## src/rtl/spi_master_arbiter_if.sv

```systemverilog
// Bundle between the round-robin SPI arbiter, its requesters and the shared spi_master.
// The slave modport is the arbiter's view; the master modport is the environment's view.
interface spi_master_arbiter_if #(
    parameter int REQ_COUNT       = 4,
    parameter int SLAVE_ADDRS_LEN = 3
);
    logic [REQ_COUNT-1:0]                 i_req;
    logic [REQ_COUNT*SLAVE_ADDRS_LEN-1:0] i_req_chip;
    logic [REQ_COUNT*32-1:0]              i_req_tx;
    logic [REQ_COUNT*2-1:0]               i_req_len;
    logic [REQ_COUNT*2-1:0]               i_req_mode;
    logic [REQ_COUNT*4-1:0]               i_req_div;
    logic [REQ_COUNT-1:0]                 o_gnt;
    logic [REQ_COUNT-1:0]                 o_done;
    logic [31:0]                          o_rx_out;
    logic                                 o_m_start;
    logic                                 i_m_busy;
    logic [31:0]                          i_m_rx_data;
    logic [SLAVE_ADDRS_LEN-1:0]           o_m_chip;
    logic [31:0]                          o_m_tx;
    logic [1:0]                           o_m_len;
    logic [3:0]                           o_m_div;
    logic                                 o_m_cpol;
    logic                                 o_m_cpha;

    modport slave (
        input  i_req, i_req_chip, i_req_tx, i_req_len, i_req_mode, i_req_div,
        input  i_m_busy, i_m_rx_data,
        output o_gnt, o_done, o_rx_out, o_m_start,
        output o_m_chip, o_m_tx, o_m_len, o_m_div, o_m_cpol, o_m_cpha
    );

    modport master (
        output i_req, i_req_chip, i_req_tx, i_req_len, i_req_mode, i_req_div,
        output i_m_busy, i_m_rx_data,
        input  o_gnt, o_done, o_rx_out, o_m_start,
        input  o_m_chip, o_m_tx, o_m_len, o_m_div, o_m_cpol, o_m_cpha
    );
endinterface

```

## src/rtl/spi_master_arbiter.sv

```systemverilog
// Round-robin arbiter sharing one spi_master among REQ_COUNT requesters.
// The master configuration is latched at grant time and held for the whole transfer.
module spi_master_arbiter #(
    parameter int REQ_COUNT       = 4,
    parameter int SLAVE_ADDRS_LEN = 3
) (
    input  logic                 clk,
    input  logic                 rst,
    spi_master_arbiter_if.slave  bus
);
    localparam int IDX_W = (REQ_COUNT > 1) ? $clog2(REQ_COUNT) : 1;
    localparam logic [REQ_COUNT-1:0] ONE_HOT0 = {{(REQ_COUNT-1){1'b0}}, 1'b1};

    typedef enum logic [2:0] {
        S_IDLE  = 3'd0,
        S_SETUP = 3'd1,
        S_START = 3'd2,
        S_WAIT  = 3'd3,
        S_DONE  = 3'd4
    } state_t;

    state_t                     r_state;
    logic [IDX_W-1:0]           r_idx;
    logic [IDX_W-1:0]           r_last;
    logic [REQ_COUNT-1:0]       r_gnt;
    logic [REQ_COUNT-1:0]       r_done;
    logic [31:0]                r_rx_out;
    logic                       r_m_start;
    logic [SLAVE_ADDRS_LEN-1:0] r_m_chip;
    logic [31:0]                r_m_tx;
    logic [1:0]                 r_m_len;
    logic [3:0]                 r_m_div;
    logic                       r_m_cpol;
    logic                       r_m_cpha;

    logic [SLAVE_ADDRS_LEN-1:0] w_chip [REQ_COUNT];
    logic [31:0]                w_tx   [REQ_COUNT];
    logic [1:0]                 w_len  [REQ_COUNT];
    logic [1:0]                 w_mode [REQ_COUNT];
    logic [3:0]                 w_div  [REQ_COUNT];
    logic                       w_found;
    logic [IDX_W-1:0]           w_win;
    logic [IDX_W-1:0]           w_cand;

    for (genvar g = 0; g < REQ_COUNT; g++) begin : g_unpack
        assign w_chip[g] = bus.i_req_chip[g*SLAVE_ADDRS_LEN +: SLAVE_ADDRS_LEN];
        assign w_tx[g]   = bus.i_req_tx[g*32 +: 32];
        assign w_len[g]  = bus.i_req_len[g*2 +: 2];
        assign w_mode[g] = bus.i_req_mode[g*2 +: 2];
        assign w_div[g]  = bus.i_req_div[g*4 +: 4];
    end

    // Round-robin search: first pending requester starting just after the last owner.
    always_comb begin
        w_found = 1'b0;
        w_win   = '0;
        w_cand  = '0;
        for (int k = 0; k < REQ_COUNT; k++) begin
            w_cand = IDX_W'((int'(r_last) + 32'sd1 + k) % REQ_COUNT);
            if (!w_found && bus.i_req[w_cand]) begin
                w_found = 1'b1;
                w_win   = w_cand;
            end else begin
                w_found = w_found;
            end
        end
    end

    // Transaction sequencer; all outputs are registered here.
    always_ff @(posedge clk or posedge rst) begin
        if (rst) begin
            r_state   <= S_IDLE;
            r_idx     <= '0;
            r_last    <= IDX_W'(REQ_COUNT - 1);
            r_gnt     <= '0;
            r_done    <= '0;
            r_rx_out  <= 32'h0000_0000;
            r_m_start <= 1'b0;
            r_m_chip  <= '0;
            r_m_tx    <= 32'h0000_0000;
            r_m_len   <= 2'b00;
            r_m_div   <= 4'h0;
            r_m_cpol  <= 1'b0;
            r_m_cpha  <= 1'b0;
        end else begin
            case (r_state)
                S_IDLE: begin
                    if (w_found && !bus.i_m_busy) begin
                        r_m_chip <= w_chip[w_win];
                        r_m_tx   <= w_tx[w_win];
                        r_m_len  <= w_len[w_win];
                        r_m_div  <= w_div[w_win];
                        r_m_cpol <= w_mode[w_win][1];
                        r_m_cpha <= w_mode[w_win][0];
                        r_gnt    <= ONE_HOT0 << w_win;
                        r_idx    <= w_win;
                        r_state  <= S_SETUP;
                    end else begin
                        r_state  <= S_IDLE;
                    end
                end
                // Extra cycle lets the new CPOL settle SCLK before the master starts.
                S_SETUP: begin
                    r_m_start <= 1'b1;
                    r_state   <= S_START;
                end
                S_START: begin
                    if (bus.i_m_busy) begin
                        r_m_start <= 1'b0;
                        r_state   <= S_WAIT;
                    end else begin
                        r_state   <= S_START;
                    end
                end
                S_WAIT: begin
                    if (!bus.i_m_busy) begin
                        r_rx_out <= bus.i_m_rx_data;
                        r_done   <= r_gnt;
                        r_state  <= S_DONE;
                    end else begin
                        r_state  <= S_WAIT;
                    end
                end
                S_DONE: begin
                    r_done  <= '0;
                    r_gnt   <= '0;
                    r_last  <= r_idx;
                    r_state <= S_IDLE;
                end
                default: begin
                    r_done    <= '0;
                    r_gnt     <= '0;
                    r_m_start <= 1'b0;
                    r_state   <= S_IDLE;
                end
            endcase
        end
    end

    assign bus.o_gnt     = r_gnt;
    assign bus.o_done    = r_done;
    assign bus.o_rx_out  = r_rx_out;
    assign bus.o_m_start = r_m_start;
    assign bus.o_m_chip  = r_m_chip;
    assign bus.o_m_tx    = r_m_tx;
    assign bus.o_m_len   = r_m_len;
    assign bus.o_m_div   = r_m_div;
    assign bus.o_m_cpol  = r_m_cpol;
    assign bus.o_m_cpha  = r_m_cpha;
endmodule

```

## src/flat_wrapper.sv

```systemverilog
// flat-port wrapper written by rule: the top's interface ports become plain ports
module spi_master_arbiter_flat 
#(
    parameter int REQ_COUNT       = 4,
    parameter int SLAVE_ADDRS_LEN = 3
)
  (clk, rst, bus_i_req, bus_i_req_chip, bus_i_req_tx, bus_i_req_len, bus_i_req_mode, bus_i_req_div, bus_i_m_busy, bus_i_m_rx_data, bus_o_gnt, bus_o_done, bus_o_rx_out, bus_o_m_start, bus_o_m_chip, bus_o_m_tx, bus_o_m_len, bus_o_m_div, bus_o_m_cpol, bus_o_m_cpha);
  spi_master_arbiter_if #(.REQ_COUNT(REQ_COUNT), .SLAVE_ADDRS_LEN(SLAVE_ADDRS_LEN)) bus_i ();
  input  logic clk;
  input  logic rst;
  input wire logic [$bits(bus_i.i_req)-1:0] bus_i_req;
  input wire logic [$bits(bus_i.i_req_chip)-1:0] bus_i_req_chip;
  input wire logic [$bits(bus_i.i_req_tx)-1:0] bus_i_req_tx;
  input wire logic [$bits(bus_i.i_req_len)-1:0] bus_i_req_len;
  input wire logic [$bits(bus_i.i_req_mode)-1:0] bus_i_req_mode;
  input wire logic [$bits(bus_i.i_req_div)-1:0] bus_i_req_div;
  input wire logic [$bits(bus_i.i_m_busy)-1:0] bus_i_m_busy;
  input wire logic [$bits(bus_i.i_m_rx_data)-1:0] bus_i_m_rx_data;
  output wire logic [$bits(bus_i.o_gnt)-1:0] bus_o_gnt;
  output wire logic [$bits(bus_i.o_done)-1:0] bus_o_done;
  output wire logic [$bits(bus_i.o_rx_out)-1:0] bus_o_rx_out;
  output wire logic [$bits(bus_i.o_m_start)-1:0] bus_o_m_start;
  output wire logic [$bits(bus_i.o_m_chip)-1:0] bus_o_m_chip;
  output wire logic [$bits(bus_i.o_m_tx)-1:0] bus_o_m_tx;
  output wire logic [$bits(bus_i.o_m_len)-1:0] bus_o_m_len;
  output wire logic [$bits(bus_i.o_m_div)-1:0] bus_o_m_div;
  output wire logic [$bits(bus_i.o_m_cpol)-1:0] bus_o_m_cpol;
  output wire logic [$bits(bus_i.o_m_cpha)-1:0] bus_o_m_cpha;
  assign bus_i.i_req = bus_i_req;
  assign bus_i.i_req_chip = bus_i_req_chip;
  assign bus_i.i_req_tx = bus_i_req_tx;
  assign bus_i.i_req_len = bus_i_req_len;
  assign bus_i.i_req_mode = bus_i_req_mode;
  assign bus_i.i_req_div = bus_i_req_div;
  assign bus_i.i_m_busy = bus_i_m_busy;
  assign bus_i.i_m_rx_data = bus_i_m_rx_data;
  assign bus_o_gnt = bus_i.o_gnt;
  assign bus_o_done = bus_i.o_done;
  assign bus_o_rx_out = bus_i.o_rx_out;
  assign bus_o_m_start = bus_i.o_m_start;
  assign bus_o_m_chip = bus_i.o_m_chip;
  assign bus_o_m_tx = bus_i.o_m_tx;
  assign bus_o_m_len = bus_i.o_m_len;
  assign bus_o_m_div = bus_i.o_m_div;
  assign bus_o_m_cpol = bus_i.o_m_cpol;
  assign bus_o_m_cpha = bus_i.o_m_cpha;
  spi_master_arbiter #(.REQ_COUNT(REQ_COUNT), .SLAVE_ADDRS_LEN(SLAVE_ADDRS_LEN)) u_core (.clk(clk), .rst(rst), .bus(bus_i));
endmodule
```

## config.mk

```make
export PLATFORM = sky130hd
export DESIGN_NAME = spi_master_arbiter_flat
export DESIGN_NICKNAME = d
export VERILOG_FILES = /design/src/rtl/spi_master_arbiter_if.sv /design/src/rtl/spi_master_arbiter.sv /design/src/flat_wrapper.sv
export SDC_FILE = /design/constraint.sdc
export NUM_CORES = 1
export LEC_CHECK = 0
export CORE_ASPECT_RATIO = 0.8
export CORE_MARGIN = 2
export CORE_UTILIZATION = 43
export CTS_BUF_LIST = sky130_fd_sc_hd__clkbuf_8 sky130_fd_sc_hd__clkbuf_16
export CTS_CLUSTER_DIAMETER = 120
export CTS_CLUSTER_SIZE = 10
export DETAILED_ROUTE_END_ITERATION = 16
export GPL_ROUTABILITY_DRIVEN = 1
export PLACE_DENSITY_LB_ADDON = 0.2
export SLEW_MARGIN = 15
export SYNTH_ARGS = -nofsm -noshare
export SYNTH_HDL_FRONTEND = slang
export SYNTH_SLANG_ARGS = --single-unit
```

## constraint.sdc

```tcl
create_clock -name clk -period 4.8 [get_ports clk]
set_input_delay 0.48 -clock clk [delete_from_list [all_inputs] [get_ports clk]]
set_output_delay 0.48 -clock clk [all_outputs]
set_load 0.005 [all_outputs]
```

### Word-level counts from Yosys, hierarchy flattened

Index checks and enable logic that the tools add are counted.
Widths: inputs -> output; s select.

* bits in registers: 91
* output and inout bits: 84

* $add $sub $neg: 4
* reduce and logical (&&, ||, !) cells: 17
* bitwise logic cells: 5
* $lt $le $gt $ge: 5
* muxes and demuxes: 41
* equal/unequal tests: 7
* shifts and indexed selects: 1

Operators by type and width (number)
* $bmux 32 s2: 1
* $mux 32: 2
* $mux 2: 8
* $mux 4: 4
* $pmux 4 s2: 2
* $lt 2x3->1 const B: 4
* $pmux 3 s4: 1
* $mux 1: 11
* $reduce_and 2->1: 5
* $mux 3: 3
* $reduce_or 3->1: 3
* $bmux 1 s2: 4
* $bmux 2 s2: 2
* $bmux 4 s2: 1
* $bmux 3 s2: 1
* $eq 3x2->1 const B: 2
* $add 2x1->2 const B: 2
* $add 2x2->2 const B: 2
* $logic_and 1x1->1: 4
* $logic_not 1->1: 4
* $ne 2x2->1 const B: 2
* $not 1->1: 4
* $shl 1x2->4 const A: 1
* $eq 3x1->1 const B: 1
* 6 further kinds: 6

### Logic depth before layout (Yosys ltp)

Gate-level depths: netlist (run 1).

* word-level depth: 17
* gate-level depth with buffers: 8
* mapped depth without buffers: 5

### Worst setup path after synthesis (run 1)

No wires, ideal clock.

* path type: register to register
* start point: reg u_core.r_last[1]
* end point: reg u_core.r_m_div[0] (netlist: u_core.bus.o_m_div[0])
* path buffers: 2
* library setup time: 0.082 ns
* arrival time: 1.916 ns
* slack: 2.802 ns
* period minus slack after synthesis: 1.998 ns
* required time: 4.718 ns
* cell stages (with the launch flop): 8
* cell sequence: dfstp_2 > buf_6 > mux2i_1 > o22ai_2 > a21oi_4 > buf_6 > mux2_2 > a31oi_1

* cells in the longest elaborated chain, start to end: 17
* elaborated cells between the ends (all ways): 32

RTL lines
* start: declaration: RTL line spi_master_arbiter.sv:24 `logic [IDX_W-1:0] r_last;`
* start signal: assignment: RTL line spi_master_arbiter.sv:74 `r_last <= IDX_W'(REQ_COUNT - 1);`
* start signal: assignment: RTL line spi_master_arbiter.sv:127 `r_last <= r_idx;`
* $add 2x1->2 (*): RTL line spi_master_arbiter.sv:59 `w_cand = IDX_W'((int'(r_last) + 32'sd1 + k) % REQ_COUNT);`
* parallel branches: the longest is 16 deep, another holds $add 2x2->2
* end signal: assignment: RTL line spi_master_arbiter.sv:92 `r_m_div <= w_div[w_win];`
* end: declaration: RTL line spi_master_arbiter.sv:32 `logic [3:0] r_m_div;`

Mark *: on every way between the ends. The select of a mux whose other input is x is not followed.
A chain may end at the register's enable or synchronous reset.

### Worst setup path after layout (run 1)

* start point: in bus_i_req[2]
* end point: reg u_core.r_m_tx[12] (netlist: u_core.bus.o_m_tx[12])

* cells in the longest elaborated chain, start to end: 16
* elaborated cells between the ends (all ways): 28

RTL lines
* start: declaration: RTL line flat_wrapper.sv:11 `input wire logic [$bits(bus_i.i_req)-1:0] bus_i_req;`
* $bmux 1 s2: RTL line spi_master_arbiter.sv:60 `if (!w_found && bus.i_req[w_cand]) begin`
* $mux 1 (implied by the code): RTL line spi_master_arbiter.sv:60
* $mux 1: RTL line spi_master_arbiter.sv:60
* $logic_not 1->1: RTL line spi_master_arbiter.sv:60
* $logic_and 1x1->1: RTL line spi_master_arbiter.sv:60
* $mux 1: RTL line spi_master_arbiter.sv:60
* $logic_not 1->1: RTL line spi_master_arbiter.sv:60
* $logic_and 1x1->1: RTL line spi_master_arbiter.sv:60
* $mux 1: RTL line spi_master_arbiter.sv:60
* $logic_not 1->1: RTL line spi_master_arbiter.sv:60
* $logic_and 1x1->1: RTL line spi_master_arbiter.sv:60
* $mux 2: RTL line spi_master_arbiter.sv:60
* $not 2->3 (implied by the code): RTL line spi_master_arbiter.sv:90 `r_m_tx <= w_tx[w_win];`
* $bmux 32 s2: RTL line spi_master_arbiter.sv:90
* $mux 32 (implied by the code) (2 in series): RTL line spi_master_arbiter.sv:90
* end signal: assignment: RTL line spi_master_arbiter.sv:90
* end: declaration: RTL line spi_master_arbiter.sv:30 `logic [31:0] r_m_tx;`

Parallel ways exist; a longest one is shown, timed or not. The select of a mux whose other input is x is not followed.

==> flow_summary.toml, run 1 <==
[sta]
hold_violations = 0
clock.fmax_mhz = 354
relSlewSlack_pct = 22.2
drv_slew = 0
fin_worst_skew_ps = 5.31
finalSetupViolCount = 0
fin_crit_sh_pct = 58.9
rsz0062_at_grt = "no"
holdWs_ps = 503
period_minus_slack_ps = 2830
totalNegativeSetupSlack_ps = 0
worst_pin_slew_ps = 1160

[final_layout]
syn2layout_area_growth_pct = 59.5
multi_input_area_um2 = 2690
seq_area_um2 = 2280
drive_above_1_share_pct = 19.2
nets = 973
fillerInstances = 896
fin_util_pct = 70.2
fin_area_um2 = 8540
antenna_cells = 0

[clocking]
ctsHoldBuffers = 0
clk_latency_ps = 340
htreeDepth = 3
cts_resized = 0
cts_setup_buffers = 0
cts_tree = "built"
path_clk_slew_ps = 60
cts-root-buf = "clkbuf_16"
clockBufferDepth = 2
cts_buffers = 9
clock-sinks = 91

[flow_run]
max-cap-violations = 0

[logic_synthesis]
synth.top_cell.area_share_pct = 41.6
syn_nets = 698
synth.largest_area_cell = "dfrtp_1"
synth_area_um2 = 5360
yosys_most_used_dff = "dfrtp_1"
yosys-top-cells-count = "nand2_1, dfrtp_1, nor2_1, mux2_2, a22oi_1"
synth.most_common_cell = "nand2_1"
synth_cell_types = 44
synth_seq_cells = 91
async_reset_ff_share_pct = 100
netlist_top_cells_area = "dfrtp_1, mux2_2, a31oi_2, mux2_4, nand2_1"
synth_edf_count = 0
ys_warn_count = 0
netlist_instances = 487
ys_seq_area_share_pct = 42.6
syn_area_per_cell_um2 = 11.0

[setup_path]
cp.arrival_ps = 3080
startpoint_type = "primary input"
critPathBufInv = 2
crit_type = "primary input to flop"
reg2reg_slack_ps = 2110
crit_family = "compound AO/OA/AOI/OAI gates"
critPathSlowestCell = "o211ai_1"
path_cells = "clkdlybuf4s50_1 -> or2_2 -> o211ai_1 -> buf_4 -> a22oi_1 -> a31oi_4"
endpoint_kind = "flop"
required_ps = 5060
cp_max_fo = 21
critPathMaxStageDelay_ps = 920

[global_route]
grt_pass1_vias = 5167
grt_max_degree = 63
grt_usage_pct = 24.7
antenna_found_initial = 0
overflow = 0
grt_first_pass_wirelength_um = 25900

[routing]
drc = 0
drtIter0Drc = 293
wl_met1_um = 6050
ant_nets = 0
via_count = 4832
firstDrtPassIters = 4
wl_met3_um = 1360
routed_via_density = 5.26
drt-total-wl_um = 16600
route.met2.wl_um = 8620
dr.max_layer_used = "met4"
wl_per_cell_um = 18.1

[die]
start_util_pct = 44.0
pin_count = 295
die_x_um = 129
rows = 36
die_area_um2 = 13400
die_h_um = 104
core_area_um2 = 12200

[placed_design]
post-dp-hpwl_um = 12700
place_area_um2 = 8170
gp_congestion = 0.845
io_buffers = 294

[pwr]
pwr_density_cell_nw_per_um2 = 547
p_leak_nw = 3.40
irDropWorstVdd_mv = 0.244

[outcome]
status = "completed"

[min_path]
holdCritPathClass = "flop to flop"
==> per-stage QoR <==
step / power (mW) / std cells / setup slack [ps]
final: 4.67 / 919 / 1970
after global routing: 4.97 / 919 / 1840
after CTS: 4.69 / 918 / 1960
after detailed placement: 3.90 / 902 / 1620
after global placement: 3.81 / 902 / 1750
after floorplan: 2.86 / 487 / 1960
==> placed cells by master, fill, tap and decap left out, types with 2 or more instances in the layout <==
master           count
dfstp_2              2
o32ai_4              2
inv_1                6
buf_4                7
clkdlybuf4s50_1    294
clkinvlp_4           2
mux2i_1              5
o21ai_0              4
a21oi_1              5
dfrtp_1             89
nor2_2               2
clkbuf_8             2
mux2_2              52
bufinv_16            2
a31oi_2             29
mux2_4              24
a31oi_1             13
clkbuf_16            9
nor2_1              54
a22oi_1             43
nand2b_1             3
nand3b_1             2
nand2_1             92
o211ai_1             2
a22o_1               2
==> kinds of logic after synthesis <==
kind of cell / synth area share (%)
flip-flops: 42.6
AO/OA/AOI/OAI: 19.2
multiplexers: 18.6
AND/OR/NAND/NOR: 11.8
buffers and inverters: 7.80
==> flip-flops by register name (all words and copies together) (netlist names) <==
name / cells
u_core.bus.o_done: 4
u_core.bus.o_gnt: 4
u_core.bus.o_m_chip: 3
u_core.bus.o_m_cpha: 1
u_core.bus.o_m_cpol: 1
u_core.bus.o_m_div: 4
u_core.bus.o_m_len: 2
u_core.bus.o_m_start: 1
u_core.bus.o_m_tx: 32
u_core.bus.o_rx_out: 32
u_core.r_idx: 2
u_core.r_last: 2
u_core.r_state: 3
==> metal layers <==
layer  track usage (%)  up-vias
li1                  -     2293
met1              26.5     2268
met2              45.4      232
met3              6.71       39
met4              10.1        0
met5                 0        -
==> final cells by class <==
cell class | count | area share (%)
timing repair buffer | 302 | 35.3
multi-input combinational | 351 | 31.5
sequential | 91 | 26.7
clock buffer | 11 | 2.96
tap | 152 | 2.23
clock inverter | 5 | 0.981
inverter | 7 | 0.337
==> power breakdown <==
group / internal, mW / leakage [nW] / total [mW] / switching [mW]
Sequential: 1.16 / 1.06 / 1.40 / 0.242
Combinational: 1.44 / 2.18 / 2.49 / 1.05
Clock: 0.486 / 0.158 / 0.782 / 0.295
==> worst paths after layout <==
| path | start | to | cells past startpoint |
|---|---|---|---|
| worst max register to register | u_core.r_last[1] | u_core.bus.o_m_tx[11] | 6 |
| min in group asynchronous | rst | u_core.bus.o_rx_out[7] | 2 |
| worst min register to register | u_core.bus.o_rx_out[13] | u_core.bus.o_rx_out[13] | 1 |
| worst min-delay path | u_core.bus.o_rx_out[13] | u_core.bus.o_rx_out[13] | 1 |
| max in group asynchronous | rst | u_core.bus.o_rx_out[25] | 3 |
| worst max-delay path | bus_i_req[2] | u_core.bus.o_m_tx[12] | 6 |
(Power assumes the default switching activity.)
==> inputs of run 2 (changes only) <==
--- a/config.mk
+++ b/config.mk
@@ -7,7 +7,7 @@
 export LEC_CHECK = 0
 export CORE_ASPECT_RATIO = 0.8
 export CORE_MARGIN = 2
-export CORE_UTILIZATION = 43
+export CORE_UTILIZATION = 40
 export CTS_BUF_LIST = sky130_fd_sc_hd__clkbuf_8 sky130_fd_sc_hd__clkbuf_16
 export CTS_CLUSTER_DIAMETER = 120
 export CTS_CLUSTER_SIZE = 10
==> constraint.sdc (replaced) <==
create_clock -name clk -period 2.6 [get_ports clk]
set_input_delay 0.26 -clock clk [delete_from_list [all_inputs] [get_ports clk]]
set_output_delay 0.26 -clock clk [all_outputs]
set_load 0.005 [all_outputs]
==> run 2 against run 1 <==
- final cell count grew 3.6%
- design area grew 1.4%
- sequential power grew 84%
- critical path type is now flop to flop
- clock-buffer cell count shrank 2
- first-iteration DRC count shrank 37%
- clock skew grew 1.5 ps
- non-clock buffer count grew 10
- worst setup slack lost 1600 ps
==> flow_summary.toml, run 2 (synthesis gave the netlist of run 1 again) <==
[placed_design]
dp_cells = 936
place_area_um2 = 8360
gp_congestion = 0.878
post-dp-hpwl_um = 12900
io_buffers = 294

[global_route]
grt_max_degree = 62
antenna_found_initial = 0
overflow = 0
grt_usage_pct = 22.7
grt_pass1_vias = 4885
grt_first_pass_wirelength_um = 25300

[setup_path]
critPathMaxStageDelay_ps = 670
required_ps = 2850
endpoint_kind = "flop"
critPathSlowestCell = "dfstp_2"
cp_max_fo = 18
path_cells = "mux2i_1 -> o22ai_2 -> a21oi_4 -> buf_4 -> mux2_2 -> a31oi_1"
startpoint_type = "flop"
crit_type = "flop to flop"
cp.arrival_ps = 2450

[sta]
drv_slew = 0
hold_violations = 0
relSlewSlack_pct = 70.7
finalSetupViolCount = 0
totalNegativeSetupSlack_ps = 0
period_minus_slack_ps = 2200
worst_pin_slew_ps = 439
fin_worst_skew_ps = 6.80
fin_crit_sh_pct = 84.8
rsz0062_at_grt = "no"
clock.fmax_mhz = 454

[pwr]
p_seq_share_pct = 29.9
switching_share_pct = 34.2
p_sw_mw = 2.94
p_leak_nw = 3.45
pwr_density_cell_nw_per_um2 = 992
p_comb_share_pct = 54.8
irDropWorstVdd_mv = 0.433
p_int_mw = 5.65
power.total_mw = 8.59
p_clk_share_pct = 15.3

[routing]
drt-total-wl_um = 16200
drtIter0Drc = 186
ant_nets = 0
drc = 0
wl_per_cell_um = 17.0
firstDrtPassIters = 7
routed_via_density = 4.98
via_count = 4745

[final_layout]
syn2layout_area_growth_pct = 61.8
fin_area_um2 = 8660
drive_above_1_share_pct = 20.2
nets = 983
antenna_cells = 0
layout_commonest_cell = "clkdlybuf4s50_1"
fin_cells = 952
final_cell_mix = "clkdlybuf4s50_1, nand2_1, dfrtp_1, nor2_1, mux2_2"

[die]
pin_count = 295
die_x_um = 133
die_h_um = 107
rows = 37
die_area_um2 = 14300
start_util_pct = 41.3
core_area_um2 = 13000

[flow_run]
max-cap-violations = 0

[clocking]
clk_latency_ps = 340
cts_buffers = 9
cts-root-buf = "clkbuf_16"
clock-sinks = 91
path_clk_slew_ps = 70
ctsHoldBuffers = 0
cts_resized = 0
clockBufferDepth = 2
htreeDepth = 3
cts_setup_buffers = 0
cts_tree = "built"

[outcome]
status = "completed"

[min_path]
holdCritPathClass = "primary input to async pin"
## run 2: cell types whose count changed in the layout (fill, tap and decap cells not counted)
cell / change
clkinv_2: +2
buf_12: +5
buf_4: +5
o32ai_2: +1
bufinv_16: -1
inv_4: -1
inv_6: +2
clkbuf_8: -2
o32ai_4: -1
## run 2: worst max-delay path, delay by kind of cell, from the launching register on
kind	cells	cell delay [ps]
buffers and inverters	1	340
multiplexers	2	640
flip-flops	1	670
AO/OA/AOI/OAI	3	460
## run 2: final cells by class
| class | instances | area, um2 |
|---|---|---|
| repair buffers | 312 | 3150 |
| fillers | 998 | 4300 |
| clock inverters | 7 | 73.8 |
| multi-input cells | 351 | 2680 |
| flip-flops and latches | 91 | 2280 |
| well taps | 175 | 219 |
| clock buffers | 9 | 225 |
| inverters | 7 | 30.0 |
## run 2: stage by stage
step	util, %	hold slack, ps	setup slack, ps
floorplan	-	391	602
global placement	64.5	487	312
finish	66.8	277	396
detailed placement	64.5	494	209
CTS	66.8	289	383
global route	66.8	321	280
## run 2: worst paths after layout
path,slack [ps],cells after the start,endpoint,startpoint
setup reg to reg,400,6,u_core.bus.o_m_tx[7],u_core.r_last[1]
min in group clk,510,1,u_core.bus.o_rx_out[20],u_core.bus.o_rx_out[20]
max in group asynchronous,1660,3,u_core.r_last[1],rst
hold reg to reg,510,1,u_core.bus.o_rx_out[20],u_core.bus.o_rx_out[20]
setup / recovery,400,6,u_core.bus.o_m_tx[7],u_core.r_last[1]
hold / removal,280,2,u_core.bus.o_m_tx[17],rst
## run 2: layer usage
metal / up-vias / part of all wire (%) / global-route usage [%] / wire length, um
met1: 2204 / 40 / 27.1 / 6490
met4: 0 / 2.6 / 7.52 / 413
li1: 2318 / - / - / -
met5: - / 0 / 0 / 0
met3: 32 / 7.3 / 5.89 / 1180
met2: 191 / 50 / 40.0 / 8070
## run 2: power groups by stage
stage / Combinational [mW] / Clock (mW) / Sequential, mW
after floorplan: 2.71 / 0 / 2.56
after detailed placement: 4.76 / 0 / 2.59
after global placement: 4.67 / 0 / 2.56
after CTS: 4.77 / 1.35 / 2.57
after global routing: 5.10 / 1.41 / 2.67
final: 4.71 / 1.32 / 2.57
